--- config.mk ---
export PLATFORM = sky130hd
export DESIGN_NAME = vga_scan_ctrl_flat
export DESIGN_NICKNAME = d
export VERILOG_FILES = /design/src/rtl/vga_scan_ctrl_if.sv /design/src/rtl/vga_scan_ctrl.sv /design/src/flat_wrapper.sv
export SDC_FILE = /design/constraint.sdc
export NUM_CORES = 1
export LEC_CHECK = 0
export ABC_AREA = 1
export CORE_ASPECT_RATIO = 0.75
export CORE_MARGIN = 4
export CORE_UTILIZATION = 40
export CTS_CLUSTER_SIZE = 40
export DETAILED_ROUTE_END_ITERATION = 8
export PLACE_DENSITY_LB_ADDON = 0.2
export REMOVE_ABC_BUFFERS = 1
export SKIP_LAST_GASP = 1
export SLEW_MARGIN = 30
export SYNTH_ARGS = -nofsm -noshare
export SYNTH_HDL_FRONTEND = slang
export SYNTH_SLANG_ARGS = --single-unit
--- constraint.sdc ---
create_clock -name iClk -period 4.2 [get_ports iClk]
set_input_delay 0.84 -clock iClk [delete_from_list [all_inputs] [get_ports iClk]]
set_output_delay 0.84 -clock iClk [all_outputs]
set_load 0.005 [all_outputs]
--- src/rtl/vga_scan_ctrl_if.sv ---
// ---------------------------------------------------------------------------
// vga_scan_ctrl_if
//  Output bundle of the VGA scan controller: the pixel strobe, sync pulses and
//  the read coordinates used to address the 120x120 video memory.
//   oPixelTick   one-clock strobe per pixel period
//   oHSync       horizontal sync, active low
//   oVSync       vertical sync, active low
//   oVideoOn     current pixel lies inside the displayed memory window
//   oVideoMemX   memory read column
//   oVideoMemY   memory read row
//   oFrameStart  one-pixel pulse at the frame boundary
//  master: the scan controller (drives everything)
//  slave : video memory / colour mux / VGA pins (observe everything)
// ---------------------------------------------------------------------------
interface vga_scan_ctrl_if;
    logic       oPixelTick;
    logic       oHSync;
    logic       oVSync;
    logic       oVideoOn;
    logic [6:0] oVideoMemX;
    logic [6:0] oVideoMemY;
    logic       oFrameStart;

    modport master (
        output oPixelTick,
        output oHSync,
        output oVSync,
        output oVideoOn,
        output oVideoMemX,
        output oVideoMemY,
        output oFrameStart
    );

    modport slave (
        input oPixelTick,
        input oHSync,
        input oVSync,
        input oVideoOn,
        input oVideoMemX,
        input oVideoMemY,
        input oFrameStart
    );
endinterface

--- src/rtl/vga_scan_ctrl.sv ---
// ---------------------------------------------------------------------------
// vga_scan_ctrl
//  Read-side controller for the video memory. Generates 640x480@60 VGA timing
//  and the memory read coordinates for a MEM_WIDTH_X x MEM_WIDTH_Y pixel store,
//  each memory pixel drawn as a SCALE x SCALE screen block, window starting at
//  column H_OFFSET.
//  Ports:
//   iClk    system clock (CLK_DIV clocks per pixel)
//   iReset  synchronous reset, active high
//   vga     vga_scan_ctrl_if.master: tick, syncs, video-on, memory X/Y,
//           frame-start pulse
//  Timing: oPixelTick is high for one iClk cycle per pixel. On the clock edge
//  that ends a tick cycle, every other output is loaded from the (hcount,
//  vcount) pair being presented and the counters advance. The memory read is
//  combinational, so colour lines up with the syncs and oVideoOn with no
//  extra delay. The colour mux downstream must force black when oVideoOn=0.
// ---------------------------------------------------------------------------
module vga_scan_ctrl #(
    parameter int H_VISIBLE   = 640,
    parameter int H_FRONT     = 16,
    parameter int H_SYNC      = 96,
    parameter int H_BACK      = 48,
    parameter int V_VISIBLE   = 480,
    parameter int V_FRONT     = 10,
    parameter int V_SYNC      = 2,
    parameter int V_BACK      = 33,
    parameter int MEM_WIDTH_X = 120,
    parameter int MEM_WIDTH_Y = 120,
    parameter int SCALE       = 4,
    parameter int H_OFFSET    = 80,
    parameter int CLK_DIV     = 2
) (
    input  logic            iClk,
    input  logic            iReset,
    vga_scan_ctrl_if.master vga
);

    localparam int H_TOTAL = H_VISIBLE + H_FRONT + H_SYNC + H_BACK;
    localparam int V_TOTAL = V_VISIBLE + V_FRONT + V_SYNC + V_BACK;
    localparam int HW      = $clog2(H_TOTAL);
    localparam int VW      = $clog2(V_TOTAL);
    localparam int DW      = (CLK_DIV > 1) ? $clog2(CLK_DIV) : 1;
    localparam int SW      = (SCALE > 1) ? $clog2(SCALE) : 1;

    localparam logic [DW-1:0] DIV_LAST = DW'(CLK_DIV - 1);
    localparam logic [HW-1:0] H_LAST   = HW'(H_TOTAL - 1);
    localparam logic [HW-1:0] HS_START = HW'(H_VISIBLE + H_FRONT);
    localparam logic [HW-1:0] HS_END   = HW'(H_VISIBLE + H_FRONT + H_SYNC);
    localparam logic [HW-1:0] WIN_X0   = HW'(H_OFFSET);
    localparam logic [HW-1:0] WIN_X1   = HW'(H_OFFSET + SCALE * MEM_WIDTH_X);
    localparam logic [VW-1:0] V_LAST   = VW'(V_TOTAL - 1);
    localparam logic [VW-1:0] VS_START = VW'(V_VISIBLE + V_FRONT);
    localparam logic [VW-1:0] VS_END   = VW'(V_VISIBLE + V_FRONT + V_SYNC);
    localparam logic [VW-1:0] V_VIS    = VW'(V_VISIBLE);
    localparam logic [VW-1:0] WIN_Y1   = VW'(SCALE * MEM_WIDTH_Y);
    localparam logic [SW-1:0] SUB_LAST = SW'(SCALE - 1);
    localparam logic [6:0]    X_LAST   = 7'(MEM_WIDTH_X - 1);
    localparam logic [6:0]    Y_LAST   = 7'(MEM_WIDTH_Y - 1);

    // Timing counters
    logic [DW-1:0] div_q, div_d;
    logic          tick_q, tick_d;
    logic [HW-1:0] h_q, h_d;
    logic [VW-1:0] v_q, v_d;

    // Coordinate generators: x_q/y_q hold the coordinate for the pixel/line
    // about to be presented, xsub_q/ysub_q count screen pixels/lines within
    // the current memory pixel.
    logic [SW-1:0] xsub_q, xsub_d;
    logic [6:0]    x_q, x_d;
    logic [SW-1:0] ysub_q, ysub_d;
    logic [6:0]    y_q, y_d;

    // Registered outputs
    logic          hsync_q, hsync_d;
    logic          vsync_q, vsync_d;
    logic          on_q, on_d;
    logic [6:0]    memx_q, memx_d;
    logic [6:0]    memy_q, memy_d;
    logic          fs_q, fs_d;

    logic          in_win;

    assign in_win = (h_q >= WIN_X0) && (h_q < WIN_X1) && (v_q < WIN_Y1);

    always_comb begin
        div_d   = (div_q == DIV_LAST) ? '0 : div_q + DW'(1);
        // Registered strobe: high for the single cycle after the divider
        // reaches its last count.
        tick_d  = (div_q == DIV_LAST);
        h_d     = h_q;
        v_d     = v_q;
        xsub_d  = xsub_q;
        x_d     = x_q;
        ysub_d  = ysub_q;
        y_d     = y_q;
        hsync_d = hsync_q;
        vsync_d = vsync_q;
        on_d    = on_q;
        memx_d  = memx_q;
        memy_d  = memy_q;
        fs_d    = fs_q;

        if (tick_q) begin
            hsync_d = !((h_q >= HS_START) && (h_q < HS_END));
            vsync_d = !((v_q >= VS_START) && (v_q < VS_END));
            on_d    = in_win;
            fs_d    = (h_q == '0) && (v_q == '0);
            memy_d  = y_q;

            if (in_win) begin
                memx_d = x_q;
                if (xsub_q == SUB_LAST) begin
                    xsub_d = '0;
                    // Saturate on the last memory column instead of wrapping.
                    if (x_q != X_LAST) begin
                        x_d = x_q + 7'd1;
                    end
                end else begin
                    xsub_d = xsub_q + SW'(1);
                end
            end else begin
                // Outside the window X reads as 0; this also re-arms the
                // column generator before the next line's window.
                memx_d = '0;
                x_d    = '0;
                xsub_d = '0;
            end

            if (h_q == H_LAST) begin
                h_d = '0;
                // Row generator steps at the end of each visible line and
                // saturates on the last memory row.
                if (v_q < V_VIS) begin
                    if (ysub_q == SUB_LAST) begin
                        ysub_d = '0;
                        if (y_q != Y_LAST) begin
                            y_d = y_q + 7'd1;
                        end
                    end else begin
                        ysub_d = ysub_q + SW'(1);
                    end
                end
                if (v_q == V_LAST) begin
                    v_d    = '0;
                    y_d    = '0;
                    ysub_d = '0;
                end else begin
                    v_d = v_q + VW'(1);
                end
            end else begin
                h_d = h_q + HW'(1);
            end
        end
    end

    always_ff @(posedge iClk) begin
        if (iReset) begin
            div_q   <= '0;
            tick_q  <= 1'b0;
            h_q     <= '0;
            v_q     <= '0;
            xsub_q  <= '0;
            x_q     <= '0;
            ysub_q  <= '0;
            y_q     <= '0;
            hsync_q <= 1'b1;
            vsync_q <= 1'b1;
            on_q    <= 1'b0;
            memx_q  <= '0;
            memy_q  <= '0;
            fs_q    <= 1'b0;
        end else begin
            div_q   <= div_d;
            tick_q  <= tick_d;
            h_q     <= h_d;
            v_q     <= v_d;
            xsub_q  <= xsub_d;
            x_q     <= x_d;
            ysub_q  <= ysub_d;
            y_q     <= y_d;
            hsync_q <= hsync_d;
            vsync_q <= vsync_d;
            on_q    <= on_d;
            memx_q  <= memx_d;
            memy_q  <= memy_d;
            fs_q    <= fs_d;
        end
    end

    assign vga.oPixelTick  = tick_q;
    assign vga.oHSync      = hsync_q;
    assign vga.oVSync      = vsync_q;
    assign vga.oVideoOn    = on_q;
    assign vga.oVideoMemX  = memx_q;
    assign vga.oVideoMemY  = memy_q;
    assign vga.oFrameStart = fs_q;

endmodule

--- src/flat_wrapper.sv ---
// flat-port wrapper written by rule: the top's interface ports become plain ports
module vga_scan_ctrl_flat 
#(
    parameter int H_VISIBLE   = 640,
    parameter int H_FRONT     = 16,
    parameter int H_SYNC      = 96,
    parameter int H_BACK      = 48,
    parameter int V_VISIBLE   = 480,
    parameter int V_FRONT     = 10,
    parameter int V_SYNC      = 2,
    parameter int V_BACK      = 33,
    parameter int MEM_WIDTH_X = 120,
    parameter int MEM_WIDTH_Y = 120,
    parameter int SCALE       = 4,
    parameter int H_OFFSET    = 80,
    parameter int CLK_DIV     = 2
)
  (iClk, iReset, vga_oPixelTick, vga_oHSync, vga_oVSync, vga_oVideoOn, vga_oVideoMemX, vga_oVideoMemY, vga_oFrameStart);
  vga_scan_ctrl_if vga_i ();
  input  logic iClk;
  input  logic iReset;
  output wire logic [$bits(vga_i.oPixelTick)-1:0] vga_oPixelTick;
  output wire logic [$bits(vga_i.oHSync)-1:0] vga_oHSync;
  output wire logic [$bits(vga_i.oVSync)-1:0] vga_oVSync;
  output wire logic [$bits(vga_i.oVideoOn)-1:0] vga_oVideoOn;
  output wire logic [$bits(vga_i.oVideoMemX)-1:0] vga_oVideoMemX;
  output wire logic [$bits(vga_i.oVideoMemY)-1:0] vga_oVideoMemY;
  output wire logic [$bits(vga_i.oFrameStart)-1:0] vga_oFrameStart;
  assign vga_oPixelTick = vga_i.oPixelTick;
  assign vga_oHSync = vga_i.oHSync;
  assign vga_oVSync = vga_i.oVSync;
  assign vga_oVideoOn = vga_i.oVideoOn;
  assign vga_oVideoMemX = vga_i.oVideoMemX;
  assign vga_oVideoMemY = vga_i.oVideoMemY;
  assign vga_oFrameStart = vga_i.oFrameStart;
  vga_scan_ctrl #(.H_VISIBLE(H_VISIBLE), .H_FRONT(H_FRONT), .H_SYNC(H_SYNC), .H_BACK(H_BACK), .V_VISIBLE(V_VISIBLE), .V_FRONT(V_FRONT), .V_SYNC(V_SYNC), .V_BACK(V_BACK), .MEM_WIDTH_X(MEM_WIDTH_X), .MEM_WIDTH_Y(MEM_WIDTH_Y), .SCALE(SCALE), .H_OFFSET(H_OFFSET), .CLK_DIV(CLK_DIV)) u_core (.iClk(iClk), .iReset(iReset), .vga(vga_i));
endmodule
==> summary by stage <==
STA
Timing would allow up to 419 MHz. The part of the cycle the worst path needs is 56.8%. The worst-margin pin slew is 0.886 ns. Adding up every negative setup slack in the final design gives 0 ns. The clock period minus worst slack is 2.39 ns.

The number of pins exceeding their max-slew limit in the final report is 0. The clock skew is 0.00814 ns. The final count of hold timing violations is 0. Setup repair after global routing left no endpoint under its margin. In this run the tightest slew margin relative to its limit is 40.8%. The total setup violations reported at the end of the flow is 0.

Clocking
The number of buffers between clock root and the deepest sink is 2. The later pin in the worst-skew pair is clocked with a latency of 0.34 ns. The number of setup buffers added after CTS is 0. The cts-stage hold buffer count is 0. The number of H-tree branching levels is 3. The number of clock buffers inserted by TritonCTS is 9.

The tree is rooted in a clkbuf_8. TritonCTS built the clock tree. Counting every sink on the clock net gives 58. Clock-pin slew was measured on the worst setup and hold paths at 0.07 ns.

Gates resized during post-CTS repair numbered 0.

Worst setup path
The most critical setup path has its endpoint at u_core.v_q[3]. The most common cell type on the critical path is inv_1. The maximum fanout count along the critical path is 32. The endpoint arrival time on the critical path is 2.62 ns. The startpoint class of the critical path is an input pin. The top cell family by delay on the critical path is buffers and inverters. The data required time at the worst endpoint is 4.43 ns. The worst setup path is captured at a flop. The maximum cell stage delay along the critical path is 0.45 ns. The number of buffers and inverters on the critical path is 4. The critical path goes through clkdlybuf4s50_1 > buf_4 > inv_1 > nand2_2 > nand2_1 > inv_1 > nor3_1. The setup slack on the worst flop-to-flop path is 2.31 ns.

The worst-path cell with the longest stage delay is clkdlybuf4s50_1. The number of stages on the worst setup path is 7. The worst flop-to-flop path endpoint is u_core.y_q[1]. The startpoint-to-endpoint class of the critical path is input pin to flop. The number of cells on the worst reg-to-reg path is 7. The launching element of the worst setup path is iReset. The worst reg2reg path startpoint is u_core.vga.oPixelTick.

Global routing
The initial antenna violation count is 0. The number of global-route vias before repair was 2495. For this run, the total global-route usage over all layers was measured as 16.7%.

The pin count of the biggest net entering global routing is 33. After global routing the overflow that remains totals 0. The global-route wire length before repair is 11.6 mm.

Logic synthesis
Averaged over all synthesized cells, the footprint is 7.11 um^2. The sequential share of the synthesized area is 39.5%. After synthesis the cells add up to 2940 um^2. After synthesis the netlist holds a flip-flop and latch count of 58. The synthesized design devotes to its leading area cell type 39.5% of total area. By area the synthesized netlist is led by dfxtp_1 40%, nand2_1 11%, nor2_1 7.0%. The library cell occupying the most area in the post-synthesis netlist is dfxtp_1. The Yosys warning count is 0. The number of distinct library cells after synthesis is 38. The number of enable flip-flop cells after synthesis is 0. Among all flip-flop cells after synthesis, the most frequent one is dfxtp_1. After technology mapping, the gate count stands at 413. Of all flip-flops after synthesis, the portion carrying an async set or reset was 0%.

Run status
The flow ran to the end, and the final reports show no timing, DRC or antenna violations.

Floorplanning
The standard cell core area is 6960 um^2. The die extent in y is 82.2 um. The top-level port count is 21. The floorplan step defined a die boundary enclosing 8790 um^2. The overall die width is 107 um.

For this configuration, the core starts out at a cell density of 42.2%. Row generation in the floorplan step produced 26 rows.

Power
The power after layout is 0.00113 W. The worst-case IR drop observed on VDD is 0.000166 V. The power density relative to cell area is 329 nW/um^2.

In this run the static leakage power is 1.39 nW.

Routing
The pre-antenna-repair detailed-routing pass consisted of 4 iterations. The routed layout has 2660 vias. Dividing the detail-routed via count by the number of cells gives 4.94. After detailed routing, the number of remaining DRC violations is 0. The wire length per cell is 12.2 um. The overall routed net length is 6.59 mm. The detail route stage leaves a number of antenna-violating nets equal to 0. The violation count after the first detailed-routing iteration is 101.

Layout
The layout overhead on the synthesized area is 16.4%. Cells with a size suffix above 1 make up 9.09% of the layout. The number of nets in the layout is 446. The library cell used most frequently in the layout, excluding fill and tap cells, is nand2_1.

The count of antenna diodes in the layout is 0. The library cells used most frequently in the layout, excluding fill and tap cells, are 83 x nand2_1, 58 x dfxtp_1, 55 x nor2_1.

Job
Max-cap violations in this run came to 0.

Placement
The number of buffers added on ports is 20. The detailed placement HPWL is 4.61 mm. The final RePlAce weighted congestion is 0.842.

Min path
The class of the tightest hold or removal check is flop to flop.
[area by class of cell]
class | count | area [um^2]
Fill cell | 719 | 3540
Multi-Input combinational cell | 294 | 1540
Sequential cell | 58 | 1160
Timing Repair Buffer | 22 | 215
Inverter | 51 | 191
Clock buffer | 10 | 138
Tap cell | 98 | 123
Clock inverter | 5 | 55.1
[sequential cells by signal, indices dropped and copies added (netlist names)]
name                    cells
u_core.vga.oHSync           1
u_core.vga.oPixelTick       1
u_core.div_q                1
u_core.h_q                 10
u_core.xsub_q               2
u_core.vga.oVideoMemX       7
u_core.x_q                  7
u_core.y_q                  7
u_core.vga.oVideoMemY       7
u_core.vga.oVSync           1
u_core.v_q                 10
u_core.vga.oFrameStart      1
u_core.ysub_q               2
u_core.vga.oVideoOn         1
[worst min-delay path by stage]
stage	startpoint	end	slack [ns]	cells after the start
after global placement	u_core.div_q	u_core.div_q	0.40	1
after global routing	u_core.div_q	u_core.vga.oPixelTick	0.44	2
after floorplan	u_core.div_q	u_core.div_q	0.39	1
after detailed placement	u_core.div_q	u_core.div_q	0.41	1
after CTS	u_core.div_q	u_core.div_q	0.42	1
final	u_core.div_q	u_core.div_q	0.42	1
[worst reg2reg max path, cell delays in order, from the launching register on]
cell	delay, ns
dfxtp_1	0.54
inv_1	0.50
nor2_8	0.33
nand2_4	0.08
nor2_4	0.15
nand2_1	0.06
o21ai_1	0.07
nor2_1	0.05
[where the power goes]
group	switching [W]	internal, W	total, W
clock network	0.000225	0.000284	0.000510
registers	0.00000580	0.000559	0.000564
logic	0.0000302	0.0000212	0.0000513
[cell families (layout without fill, tap and decap cells)]
logic type      count (synthesis)  after routing  synth area share, %
buf+inv                        61             88                 8.13
simple gates                  216            216                 34.9
xor+xnor                        8              8                 2.39
fa+ha+maj                       8              8                 3.41
flops                          58             58                 39.5
compound gates                 62             62                 11.7
[Yosys cell counts (4+ instances only)]
library cell	n
ha_1	8
nand4_1	14
clkbuf_1	6
inv_1	48
o21ai_0	11
xor2_1	8
nand2_1	83
dfxtp_1	58
nand2_2	4
a21oi_1	38
nor3_1	17
nand3_1	26
nor2_1	55
o21ai_1	4
[through the flow]
step	setup slack (ns)	utilization [%]	cell area [um^2]	hold slack, ns	instances
after floorplan	2.25	-	2890	0.388	403
after global placement	1.48	46.4	3230	0.401	523
after detailed placement	1.45	46.4	3230	0.410	523
after CTS	1.81	49.1	3420	0.419	538
after global routing	1.62	49.1	3420	0.441	538
final	1.81	49.1	3420	0.415	538
[per-layer routing]
layer | wire, um | vias to the layer above | part of all wire, % | track usage [%]
met4 | 37 | 0 | 0.56 | 3.45
met1 | 3460 | 1211 | 52 | 22.2
met5 | 0 | - | 0 | 0
met3 | 331 | 4 | 5.0 | 6.22
li1 | - | 1392 | - | -
met2 | 2760 | 53 | 42 | 26.1
No activity file was read; power rests on OpenSTA's default activity.
